<file path="src/rtl/trade_order_gen_pkg.sv">
// Shared types and default widths for the trade order generator.
// FSM state and order side enums live here so the bench can reuse them.
package trade_pkg;

  localparam int DATA_W       = 16;
  localparam int QTY_W        = 8;
  localparam int POS_HEADROOM = 4;
  localparam int POS_W        = QTY_W + POS_HEADROOM;
  localparam int CNT_W        = 16;

  typedef enum logic [1:0] {IDLE, SEND, WAIT_ACK, COOLDOWN} ord_state_e;
  typedef enum logic {SIDE_BUY = 1'b0, SIDE_SELL = 1'b1} side_e;

endpackage

</file>
<file path="src/rtl/trade_order_gen_if.sv">
// Order handshake and fill/reject acknowledgement toward the execution link.
// The generator is the master; the exchange side is the slave.
interface trade_order_gen_if #(
  parameter int data_width = 16,
  parameter int qty_width  = 8
) ();

  logic                  order_valid;
  logic                  order_ready;
  logic                  order_side;
  logic [data_width-1:0] order_price;
  logic [qty_width-1:0]  order_qty;
  logic                  ack_valid;
  logic                  ack_filled;

  modport master (
    output order_valid, order_side, order_price, order_qty,
    input  order_ready, ack_valid, ack_filled
  );

  modport slave (
    input  order_valid, order_side, order_price, order_qty,
    output order_ready, ack_valid, ack_filled
  );

endinterface

</file>
<file path="src/rtl/trade_cycle_timer.sv">
// Loadable down-counter shared by the ack timeout and the cooldown.
// expired marks the final counted cycle, so a load of N spans N cycles.
module trade_cycle_timer #(
  parameter int cnt_w = 16
) (
  input  logic             clk,
  input  logic             rst_n,
  input  logic             load,
  input  logic [cnt_w-1:0] load_value,
  output logic             expired
);

  logic [cnt_w-1:0] count;

  // NOTE: sequential state uses non-blocking assignments so every flop samples pre-edge values.
  always_ff @(posedge clk or negedge rst_n) begin
    if (!rst_n) begin
      count <= '0;
    end else if (load) begin
      count <= load_value;
    end else if (count != '0) begin
      count <= count - 1'b1;
    end
  end

  // A load of 0 behaves like 1: the owner still leaves after one cycle.
  assign expired = (count <= cnt_w'(1));

endmodule

</file>
<file path="src/rtl/trade_order_gen.sv">
// Turns qualified buy/sell pulses into single orders, tracks net position,
// enforces the position limit, ack timeout and post-order cooldown.
module trade_order_gen
  import trade_pkg::*;
#(
  parameter int                          data_width      = DATA_W,
  parameter int                          qty_width       = QTY_W,
  parameter logic [qty_width-1:0]        order_qty       = qty_width'(10),
  parameter logic signed [qty_width+3:0] max_position    = (qty_width + 4)'(100),
  parameter int                          ack_timeout     = 64,
  parameter int                          cooldown_cycles = 16
) (
  input  logic                          clk,
  input  logic                          rst_n,
  input  logic                          data_valid_sma,
  input  logic                          buy_signal,
  input  logic                          sell_signal,
  input  logic [data_width-1:0]         price,
  trade_order_gen_if.master             ord,
  output logic signed [qty_width+3:0]   position,
  output logic                          busy,
  output logic                          timeout_pulse,
  output logic [15:0]                   drop_count
);

  localparam int PW = qty_width + POS_HEADROOM;
  localparam logic signed [PW-1:0] QTY_POS   = $signed({{POS_HEADROOM{1'b0}}, order_qty});
  localparam logic [CNT_W-1:0]     ACK_LOAD  = CNT_W'(ack_timeout);
  localparam logic [CNT_W-1:0]     COOL_LOAD = CNT_W'(cooldown_cycles);

  ord_state_e       state, next_state;
  logic             timer_load, timer_expired;
  logic [CNT_W-1:0] timer_value;
  logic             latch_order, pos_update, timeout_set;

  // One extra bit so position +/- qty can never wrap before the compare.
  logic signed [PW:0] pos_ext, qty_ext, lim_ext;
  logic               buy_ok, sell_ok, candidate, permitted, accept, drop;

  assign pos_ext   = position;
  assign qty_ext   = QTY_POS;
  assign lim_ext   = max_position;
  assign buy_ok    = (pos_ext + qty_ext) <= lim_ext;
  assign sell_ok   = (pos_ext - qty_ext) >= -lim_ext;
  assign candidate = data_valid_sma && (buy_signal ^ sell_signal);
  assign permitted = buy_signal ? buy_ok : sell_ok;
  assign accept    = (state == IDLE) && candidate && permitted;
  assign drop      = data_valid_sma && (buy_signal || sell_signal) && !accept;

  trade_cycle_timer #(.cnt_w(CNT_W)) u_timer (
    .clk        (clk),
    .rst_n      (rst_n),
    .load       (timer_load),
    .load_value (timer_value),
    .expired    (timer_expired)
  );

  // busy and order_valid are registered from next_state so they change with the state.
  always_ff @(posedge clk or negedge rst_n) begin
    if (!rst_n) begin
      state           <= IDLE;
      busy            <= 1'b0;
      ord.order_valid <= 1'b0;
    end else begin
      state           <= next_state;
      busy            <= (next_state != IDLE);
      ord.order_valid <= (next_state == SEND);
    end
  end

  // NOTE: every combinational output gets a default first so no path can infer a latch.
  always_comb begin
    next_state = state;
    unique case (state)
      IDLE:     if (accept) next_state = SEND;
      SEND:     if (ord.order_valid && ord.order_ready) next_state = WAIT_ACK;
      WAIT_ACK: if (ord.ack_valid || timer_expired) next_state = COOLDOWN;
      COOLDOWN: if (timer_expired) next_state = IDLE;
      default:  next_state = IDLE;
    endcase
  end

  always_comb begin
    latch_order = 1'b0;
    timer_load  = 1'b0;
    timer_value = COOL_LOAD;
    pos_update  = 1'b0;
    timeout_set = 1'b0;
    unique case (state)
      IDLE: latch_order = accept;
      SEND: begin
        if (ord.order_valid && ord.order_ready) begin
          timer_load  = 1'b1;
          timer_value = ACK_LOAD;
        end
      end
      WAIT_ACK: begin
        // An ack arriving on the expiry cycle wins over the timeout.
        if (ord.ack_valid) begin
          timer_load = 1'b1;
          pos_update = ord.ack_filled;
        end else if (timer_expired) begin
          timer_load  = 1'b1;
          timeout_set = 1'b1;
        end
      end
      default: ;
    endcase
  end

  // NOTE: only control and datapath flops are reset; there is no memory here to clear.
  always_ff @(posedge clk or negedge rst_n) begin
    if (!rst_n) begin
      ord.order_side  <= SIDE_BUY;
      ord.order_price <= '0;
      ord.order_qty   <= '0;
      position        <= '0;
      timeout_pulse   <= 1'b0;
      drop_count      <= '0;
    end else begin
      timeout_pulse <= timeout_set;
      if (latch_order) begin
        ord.order_side  <= buy_signal ? SIDE_BUY : SIDE_SELL;
        ord.order_price <= price;
        ord.order_qty   <= order_qty;
      end
      if (pos_update) begin
        position <= (ord.order_side == SIDE_SELL) ? position - QTY_POS : position + QTY_POS;
      end
      if (drop && drop_count != 16'hFFFF) begin
        drop_count <= drop_count + 16'd1;
      end
    end
  end

endmodule

</file>
<file path="src/flat_wrapper.sv">
// flat-port wrapper written by rule: the top's interface ports become plain ports
module trade_order_gen_flat import trade_pkg::*;
#(
  parameter int                          data_width      = DATA_W,
  parameter int                          qty_width       = QTY_W,
  parameter logic [qty_width-1:0]        order_qty       = qty_width'(10),
  parameter logic signed [qty_width+3:0] max_position    = (qty_width + 4)'(100),
  parameter int                          ack_timeout     = 64,
  parameter int                          cooldown_cycles = 16
)
  (clk, rst_n, data_valid_sma, buy_signal, sell_signal, price, position, busy, timeout_pulse, drop_count, ord_order_valid, ord_order_side, ord_order_price, ord_order_qty, ord_order_ready, ord_ack_valid, ord_ack_filled);
  trade_order_gen_if #(.data_width(data_width), .qty_width(qty_width)) ord_i ();
  input  logic clk;
  input  logic rst_n;
  input  logic data_valid_sma;
  input  logic buy_signal;
  input  logic sell_signal;
  input  logic [data_width-1:0] price;
  output logic signed [qty_width+3:0] position;
  output logic busy;
  output logic timeout_pulse;
  output logic [15:0] drop_count;
  output wire logic [$bits(ord_i.order_valid)-1:0] ord_order_valid;
  output wire logic [$bits(ord_i.order_side)-1:0] ord_order_side;
  output wire logic [$bits(ord_i.order_price)-1:0] ord_order_price;
  output wire logic [$bits(ord_i.order_qty)-1:0] ord_order_qty;
  input wire logic [$bits(ord_i.order_ready)-1:0] ord_order_ready;
  input wire logic [$bits(ord_i.ack_valid)-1:0] ord_ack_valid;
  input wire logic [$bits(ord_i.ack_filled)-1:0] ord_ack_filled;
  assign ord_order_valid = ord_i.order_valid;
  assign ord_order_side = ord_i.order_side;
  assign ord_order_price = ord_i.order_price;
  assign ord_order_qty = ord_i.order_qty;
  assign ord_i.order_ready = ord_order_ready;
  assign ord_i.ack_valid = ord_ack_valid;
  assign ord_i.ack_filled = ord_ack_filled;
  trade_order_gen #(.data_width(data_width), .qty_width(qty_width), .order_qty(order_qty), .max_position(max_position), .ack_timeout(ack_timeout), .cooldown_cycles(cooldown_cycles)) u_core (.clk(clk), .rst_n(rst_n), .data_valid_sma(data_valid_sma), .buy_signal(buy_signal), .sell_signal(sell_signal), .price(price), .ord(ord_i), .position(position), .busy(busy), .timeout_pulse(timeout_pulse), .drop_count(drop_count));
endmodule
</file>
<file path="config.mk">
export PLATFORM = sky130hd
export DESIGN_NAME = trade_order_gen_flat
export DESIGN_NICKNAME = d
export VERILOG_FILES = /design/src/rtl/trade_order_gen_pkg.sv /design/src/rtl/trade_order_gen_if.sv /design/src/rtl/trade_cycle_timer.sv /design/src/rtl/trade_order_gen.sv /design/src/flat_wrapper.sv
export SDC_FILE = /design/constraint.sdc
export NUM_CORES = 1
export LEC_CHECK = 0
export ABC_AREA = 1
export CAP_MARGIN = 20
export CORE_UTILIZATION = 35
export CTS_BUF_LIST = sky130_fd_sc_hd__clkbuf_4 sky130_fd_sc_hd__clkbuf_8
export DETAILED_ROUTE_END_ITERATION = 7
export PLACE_DENSITY_LB_ADDON = 0.1
export SYNTH_ARGS = -nofsm -noshare
export SYNTH_HDL_FRONTEND = slang
export SYNTH_HIERARCHICAL = 1
export SYNTH_SLANG_ARGS = --single-unit
</file>
<file path="constraint.sdc">
create_clock -name clk -period 2.15 [get_ports clk]
set_input_delay 0.215 -clock clk [delete_from_list [all_inputs] [get_ports clk]]
set_output_delay 0.215 -clock clk [all_outputs]
set_load 0.02 [all_outputs]
</file>
---- Word-level counts from Yosys, hierarchy flattened ----
Index checks and enable logic that the tools add are counted.
cells by class
  reductions and logical operators ........ 14
  add/sub/neg operators ................... 6
  order comparisons ....................... 3
  muxes and demuxes ....................... 21
  bitwise operators ....................... 1
  equal/unequal tests ..................... 5
operators with widths
  kind                   count
  $mux 16                3
  $add 16x1->16 const B  1
  $le 16x1->1 const B    1
  $ne 16x16->1 const B   1
  $reduce_bool 16->1     1
  $sub 16x1->16 const B  1
  $add 12x5->13 const B  1
  $ge 13x8->1 const B    1
  $le 13x8->1 const B    1
  $sub 12x5->13 const B  1
  $add 12x5->12 const B  1
  $mux 12                1
  $sub 12x5->12 const B  1
  $mux 1                 10
  $mux 2                 4
  $pmux 2 s4             1
  $logic_and 1x1->1      7
  $mux 7                 1
  $eq 2x1->1 const B     2
  $eq 2x2->1 const B     2
  $reduce_bool 2->1      2
  $logic_not 2->1        1
  $logic_or 1x1->1       2
  $pmux 1 s2             1
  other kinds (2)        2
storage, ports and cells
  word-level logic and storage cells ...... 60
  flip-flop bits (word level) ............. 67

---- Logic depth before layout (Yosys ltp) ----
Gate-level depths: netlist of run 1.
  depth in word-level cells ............... 7
  gate-level depth with buffers ........... 18
  mapped depth without buffers ............ 17

---- Modules after synthesis ----
The synthesis of run 1 kept the hierarchy.
modules (own cells, without submodules)
  module             sequential area each (sq um)  cells each  times used  area each (sq um)
  trade_order_gen    1251.2                        486         1           3497.1
  trade_cycle_timer  400.4                         192         1           1231.2

---- Least setup slack after synthesis of run 1 ----
Ideal clock, no wire load.
  kind .................................... reg2reg
  from .................................... register u_core.position[1]
  to ...................................... register u_core.drop_count[2]
  setup time .............................. 119 ps
  setup slack ............................. 3 ps
  clock period less this slack ............ 2147 ps
  data arrival time ....................... 2028 ps
  cell stages (with the launch flop) ...... 18
  cells stage by stage .................... dfrtp_1 > inv_1 > ha_1 > inv_1 > nand2_1 > nand2_1 > nand2_1 > nand2_1 > inv_1 > nand3_1 > nand2_1 > inv_1 > nand3_1 > nand2_1 > nand3_4 > buf_2 > nand4_1 > nand2_1
on the way
  cells in the longest elaborated chain, start to end .. 7
  elaborated cells on any way between the ends .. 9
  classes of those cells .................. add/sub (2); order compare (2); mux (1); reduce/logical (4)
ends and longest elaborated chain
  element                                                RTL line                                      RTL
  start: declaration                                     trade_order_gen.sv:20                         output logic signed [qty_width+3:0] position,
  start signal: assignment                               trade_order_gen.sv:128                        position <= (ord.order_side == SIDE_SELL) ? position - QTY_POS : position + QTY_POS;
  $sub 12x5->13 / $add 12x5->13 (equally long branches)  trade_order_gen.sv:44, trade_order_gen.sv:43
  $ge 13x8->1 / $le 13x8->1 (equally long branches)      trade_order_gen.sv:44, trade_order_gen.sv:43
  $mux 1 (*)                                             trade_order_gen.sv:46                         assign permitted = buy_signal ? buy_ok : sell_ok;
  $logic_and 1x1->1 (*)                                  trade_order_gen.sv:47                         assign accept = (state == IDLE) && candidate && permitted;
  $logic_not 1->1 (*)                                    trade_order_gen.sv:48                         assign drop = data_valid_sma && (buy_signal || sell_signal) && !accept;
  $logic_and 1x1->1 (*)                                  trade_order_gen.sv:48
  $logic_and 1x1->1 (*)                                  trade_order_gen.sv:130                        if (drop && drop_count != 16'hFFFF) begin
  end signal: assignment                                 trade_order_gen.sv:131                        drop_count <= drop_count + 16'd1;
  end: declaration                                       trade_order_gen.sv:23                         output logic [15:0] drop_count
Every way passes the cells marked *; elsewhere a longest branch is shown, timed or not.
A chain may end at the register's enable or synchronous reset.

---- Worst setup path after layout of run 1 ----
  from .................................... register u_core.position[1]
  to ...................................... register u_core.ord.order_price[6]
on the way
  cells in the longest elaborated chain, start to end .. 5
  elaborated cells on any way between the ends .. 7
  classes of those cells .................. add/sub (2); order compare (2); mux (2); reduce/logical (1)
ends and longest elaborated chain
  element                                                RTL line                                      RTL
  $sub 12x5->13 / $add 12x5->13 (equally long branches)  trade_order_gen.sv:44, trade_order_gen.sv:43
  $ge 13x8->1 / $le 13x8->1 (equally long branches)      trade_order_gen.sv:44, trade_order_gen.sv:43
  $mux 1 (*)                                             trade_order_gen.sv:46
  $logic_and 1x1->1 (*)                                  trade_order_gen.sv:47
  $mux 1 (*)                                             trade_order_gen.sv:89                         unique case (state)
  end signal: assignment                                 trade_order_gen.sv:124                        ord.order_price <= price;
  end: declaration                                       trade_order_gen_if.sv:17                      output order_valid, order_side, order_price, order_qty,
Marks and branches as above.

==> run metrics, run 1 <==
outcome finished, final reports clean; CTS buffer count 9; Gate power share 0.611; leak pwr 3.34 nW; grt total ovfl 0; worst setup path start u_core/position[1]; vias in the first global route 4,225; Synth Warn # 6; crit-path max FO 8; largest net degree at the start of global routing 39; initial core utilization 0.358; clock skew 6.02 ps; drt wl/cell 12.8 um; Yosys reg bits 66; die area 0.0140 mm^2; worst rel slew slack 0.532; Synth Instances 678; highest clock rate 473 MHz; Tmin final 2110 ps; clock sinks 66; DRT Pass-1 Iters 5; IO Pins 80; initial antenna violation count 0; Worst Path Arrival 2370 ps; final net count 872; die height 118 um; Net Sw Power 0.00410 W; ys flop type dfrtp_1; asr flop ratio synth 1.00; clock tree root buffer cell clkbuf_8; Final Max Tran Viols 0; area delta synth->final 42.7%; Max-cap violations 0; Reg power frac 0.266; WHS 385 ps; fillcell total 1,289; cell count after placement 974; Clock transition at path regs 80 ps; Worst setup EP type flip-flop; syn avg cell area 6.97 um^2; core area 0.0132 mm^2; post-synthesis cell area 0.00473 mm^2; crit path kind reg -> reg; Reg-to-Reg Start u_core/position[1]; # diodes 0; share of cells above drive strength 1 0.224; RSZ-0062 raised after global routing true; Clk Latency, worst-skew pair 360 ps; via density per instance 4.74; routed vias 4,770; period utilisation layout 0.983; FF+latch area 0.00166 mm^2; Routed WL 12,900 um; register area share after synthesis 0.349; port bufs 72; endpoints failing hold 0; Remaining DRCs 0; Least-Margin Pin Slew 701 ps; total power 0.00873 W; sw frac 0.469; HP Class in -> reg; Cell Int Power 0.00463 W; final-report setup violation count 0; worst vdd ir 645 uV; GP Congestion 0.824; Post-synth EDFFs 0; hold path startpoint price[2]; CTS Buffer Depth 2; CP Launch Type flip-flop; Multi-input gate area 0.00296 mm^2; Detailed Route Iter0 Violations 213; Clock power frac 0.122; num rows 42; first-pass GRT wire length 20,200 um; post-layout util 0.512; Routed Antenna Nets 0; Yosys cell types 40; CTS tree yes; Die Width 118 um; PD cells 1290 mW/mm^2; gr usage total 0.178; CP required 2400 ps; non-filler instance count after layout 1,007; H-tree depth 3; HPWL after DPL 8900 um
## kinds of logic after synthesis
logic type                 synth area share
AOI/OAI and AO/OA                    0.0752
adders and majority gates            0.0598
DFF                                   0.349
buffers and inverters                 0.108
and+or+nand+nor                       0.364
xor gates and xnor gates             0.0426
other                              0.000793
## cell type report
type	instances	share of cell area
multi-input cells	512	0.439
flip-flops and latches	66	0.246
repair buffers	139	0.199
inverters	98	0.0549
well taps	176	0.0326
clock buffers	9	0.0184
clock inverters	7	0.0102
## critical path, cell delays in order, from the launching register on
cell and delay (ps):
dfrtp_2 460, inv_2 100, ha_4 150, inv_2 40, nand2_4 70, nand2_2 60
nor2_2 100, nand2_1 60, nand2_1 70, nand2_1 60, nor2_2 90, nand3_2 90
nand2_2 100, nand3_4 130, buf_6 160, clkbuf_16 160, nand2_2 60, o21ai_1 60
## through the flow
stage / TNS [ps] / worst slack [ps] / instance area, um^2
2_1_floorplan: 0 / 2.59 / 4800
3_3_place_gp: -648 / -76.4 / 6010
3_5_place_dp: -1470 / -139 / 6010
4_1_cts: 0 / 1.90 / 6220
5_1_grt: -2390 / -111 / 6750
6_report: 0 / 37.3 / 6750
## sequential cells by signal, indices dropped and copies added (netlist names)
| name | flops |
|---|---|
| u_core/u_timer/count | 16 |
| u_core/busy | 1 |
| u_core/state | 2 |
| u_core/ord.order_price | 16 |
| u_core/drop_count | 16 |
| u_core/ord.order_qty | 1 |
| u_core/ord.order_valid | 1 |
| u_core/ord.order_side | 1 |
| u_core/timeout_pulse | 1 |
| u_core/position | 11 |
## power groups by stage
stage,clock network [W],logic [W],registers [W]
2_1_floorplan,0,0.00262,0.00252
3_5_place_dp,0,0.00474,0.00223
5_1_grt,0.00116,0.00593,0.00241
6_report,0.00107,0.00534,0.00233
3_3_place_gp,0,0.00469,0.00223
4_1_cts,0.00111,0.00477,0.00222
## Yosys cell counts, types with 6 or more instances
| cell type | n | area share |
|---|---|---|
| ha_1 | 21 | 0.056 |
| buf_4 | 8 | 0.013 |
| xor2_1 | 17 | 0.031 |
| nand3_1 | 51 | 0.054 |
| a21oi_1 | 11 | 0.012 |
| or2_2 | 7 | 0.0093 |
| nor3_1 | 6 | 0.0064 |
| dfrtp_1 | 66 | 0.35 |
| nand4_1 | 29 | 0.038 |
| inv_1 | 94 | 0.075 |
| o21ai_0 | 28 | 0.030 |
| o21ai_1 | 18 | 0.019 |
| nor2_4 | 6 | 0.014 |
| nor2_1 | 71 | 0.056 |
| nand2_1 | 192 | 0.15 |
| xnor2_1 | 6 | 0.011 |
| buf_2 | 11 | 0.012 |
## per-layer routing
layer	share of wire	GRT usage	vias to the layer above
li1	-	-	2428
met1	0.46	0.238	2223
met4	0.0094	0.0537	0
met2	0.48	0.287	110
met5	0	0	-
met3	0.047	0.0401	9
## path summary, 6_finish.rpt
kind | cells past startpoint | endpoint | slack, ps
worst max-delay path | 17 | u_core/ord.order_price[6] | 40
worst min-delay path | 3 | u_core/ord.order_price[2] | 380
worst max register to register | 17 | u_core/ord.order_price[6] | 40
worst min register to register | 2 | u_core/ord.order_price[13] | 490
max in group asynchronous | 3 | u_core/drop_count[11] | 1050
min in group asynchronous | 2 | u_core/position[2] | 450
## cell usage in the layout (no fill, tap or decap), types with 2 or more instances in the layout
master / instances
nand2_2: 21
dfrtp_2: 6
nand2_1: 160
a31oi_1: 2
clkdlybuf4s50_1: 71
buf_4: 49
nor2_2: 8
o21ai_1: 10
nor3_2: 2
nand3_2: 4
o21ai_0: 25
ha_4: 2
clkbuf_16: 3
o22ai_1: 2
conb_1: 21
o21ai_2: 11
ha_2: 2
nor3_1: 3
clkinv_2: 3
nand2_4: 14
nand4_1: 29
dfrtp_1: 60
nand3_1: 48
nor2_1: 64
buf_6: 12
nor2_4: 9
inv_1: 89
xnor2_1: 6
clkinvlp_4: 2
nand3_4: 5
inv_2: 8
or2_2: 7
clkbuf_8: 9
ha_1: 17
a21oi_1: 11
buf_12: 2
xor2_1: 17
## timing repair
action / 4_1_cts / 5_1_grt
endpoints found under the setup margin: 16 / 58
pin swaps: 0 / 22
hold buffers: 1 / 0
hold endpoints to repair: 28 / 0
gates resized for setup: 3 / 105
gates cloned: 0 / 8
setup buffers: 0 / 8
Note: power is estimated with default switching activity, not from simulation.
==> run 2, diff against run 1 <==
- CORE_UTILIZATION: 35 -> 50
- DONT_BUFFER_PORTS: not set -> 1
==> run 2 against run 1 <==
Against the previous run: the flow now finishes with violations (setup timing); sequential cell count is the same; final cell count down 9.7%; clock skew rose by 2.2 ps; total power fell by 2.1%; count of clock-buffer cells in the layout rose by 1; sequential power up 7%; combinational power down 11%; fmax decreased by 1.8%; setup slack worse by 39 ps; via count down 1.9%; clock power grew 21%; final area fell by 7.2%.
==> run metrics, run 2 (same netlist as run 1, synthesis figures left out) <==
commonest cells after routing, fill and taps aside nand2_1 (173), inv_1 (91), buf_4 (71), nor2_1 (66), dfrtp_1 (61); most common cell after layout, fill and taps aside nand2_1; DRT Pass-1 Iters 5; most frequent CP cell nand2_4; GP Congestion 0.856; Tmin final 2150 ps; PD cells 1360 mW/mm^2; WHS 266 ps; final worst slack -1.48 ps; leak pwr 3.25 nW; CTS tree yes; outcome finished, violations left; biggest regs u_core/drop_count x16, u_core/ord.order_price x16, u_core/u_timer/count x16; die height 99.2 um; worst vdd ir 756 uV; final-report setup violation count 1; clock skew 8.24 ps; share of cells above drive strength 1 0.228; Least-Margin Pin Slew 627 ps; dpl ws -65.1 ps; Routed WL 12,600 um; RSZ-0062 raised after global routing true; core area 0.00920 mm^2; num rows 35; Final Max Tran Viols 0; CP Launch Type flip-flop; CP bufs+invs 3; initial antenna violation count 0; failing checks setup timing; # diodes 0; cell count after placement 861; Critical Path Slowest Stage Cell dfrtp_2; initial core utilization 0.514; endpoints failing hold 0; Remaining DRCs 0; vias in the first global route 4,432; setup TNS -1.48 ps; Max-cap violations 0; grt total ovfl 0; Worst Path Arrival 2400 ps; CTS Buffer Depth 2; Detailed Route Iter0 Violations 169; Clk Latency, worst-skew pair 350 ps; CP Cell Sequence inv_2 > ha_4 > inv_2 > nand2_4 > nand2_4 > nor2_4 > nand2_1 > nand2_1 > nand2_1 > nor2_2 > nand3_2 > nand2_4 > nand3_4 > clkbuf_16 > nand2_4 > o21ai_2; crit-path max FO 5; gr usage total 0.253; die area 0.00985 mm^2; HP Class in -> reg; crit path kind reg -> reg; first-pass GRT wire length 19,900 um; port bufs 0; CP peak stage delay 450 ps; period utilisation layout 1.00; Clock transition at path regs 70 ps; Die Width 99.2 um; H-tree depth 3; largest net degree at the start of global routing 67; CP top delay family simple AND/OR/NAND/NOR gates; CP required 2390 ps; routed vias 4,677; highest clock rate 465 MHz; non-filler instance count after layout 909; final net count 839; HPWL after DPL 8430 um; drt wl/cell 13.8 um; clock sinks 66; via density per instance 5.15; clock tree root buffer cell clkbuf_8; fillcell total 787; CTS buffer count 9; worst rel slew slack 0.580; area delta synth->final 32.5%; Routed Antenna Nets 0; IO Pins 80; Worst setup EP type flip-flop
run 2: cell count changes in the layout (fill, tap and decap cells not counted), moves of 3 or more:
cell | previous run | this run
nand2_4 | 14 | 11
ha_1 | 17 | 20
buf_6 | 12 | 8
nand2_2 | 21 | 11
dlygate4sd3_1 | 1 | 19
buf_4 | 49 | 71
clkdlybuf4s50_1 | 71 | 0
nand2_1 | 160 | 173
clkinv_2 | 3 | 0
o21ai_1 | 10 | 14
o21ai_2 | 11 | 7
run 2: worst paths after layout:
path | from | end | slack (ps) | depth (start not counted)
worst max-delay path | u_core/position[1] | u_core/ord.order_price[9] | -1 | 16
worst min register to register | u_core/drop_count[12] | u_core/drop_count[12] | 570 | 3
max in group asynchronous | rst_n | u_core/ord.order_side | 1440 | 2
min in group asynchronous | rst_n | u_core/position[2] | 410 | 2
worst min-delay path | ord_order_ready | u_core/state[0] | 270 | 5
worst max register to register | u_core/position[1] | u_core/ord.order_price[9] | -1 | 16
run 2: power breakdown:
group	switching, W	internal [W]
Clock	0.000516	0.000787
Sequential	0.000790	0.00171
Combinational	0.00274	0.00200
run 2: worst reg2reg max path, cell delays in order, from the launching register on:
cell       delay, ps
dfrtp_2          450
inv_2             90
ha_4             130
inv_2             40
nand2_4           90
nand2_4           70
nor2_4           130
nand2_1           60
nand2_1           80
nand2_1           60
nor2_2           120
nand3_2           90
nand2_4          130
nand3_4          170
clkbuf_16        240
nand2_4           60
o21ai_2           60
run 2: cell type report:
cell class / instances / area (um^2) / area share
multi-input combinational: 513 / 2900 / 0.463
sequential: 66 / 1660 / 0.265
timing repair buffer: 105 / 956 / 0.153
inverter: 98 / 368 / 0.0587
tap: 111 / 139 / 0.0222
clock buffer: 10 / 131 / 0.0210
clock inverter: 6 / 114 / 0.0182
run 2: stage by stage:
stage	instance area (um^2)	util	total power [W]
finish	6260	0.681	0.00855
CTS	5840	0.635	0.00795
floorplan	4800	-	0.00514
global route	6260	0.681	0.00927
global placement	5370	0.584	0.00641
detailed placement	5370	0.584	0.00650
run 2: metal layers:
layer  wire (um)  global-route usage  up-vias  part of all wire
li1            -                   -     2364                 -
met1        5610               0.333     2168              0.45
met2        6020               0.416      124              0.48
met3         709              0.0611       21             0.056
met4         227              0.0724        0             0.018
met5           0                   0        -                 0
run 2: what timing repair did:
action | in CTS | in global routing
endpoints found under the setup margin | 49 | 57
hold endpoints to repair | 84 | 0
pin swaps | 0 | 21
cloned | 0 | 8
gates resized for setup | 5 | 76
hold buffers | 20 | 0
setup buffers | 0 | 4
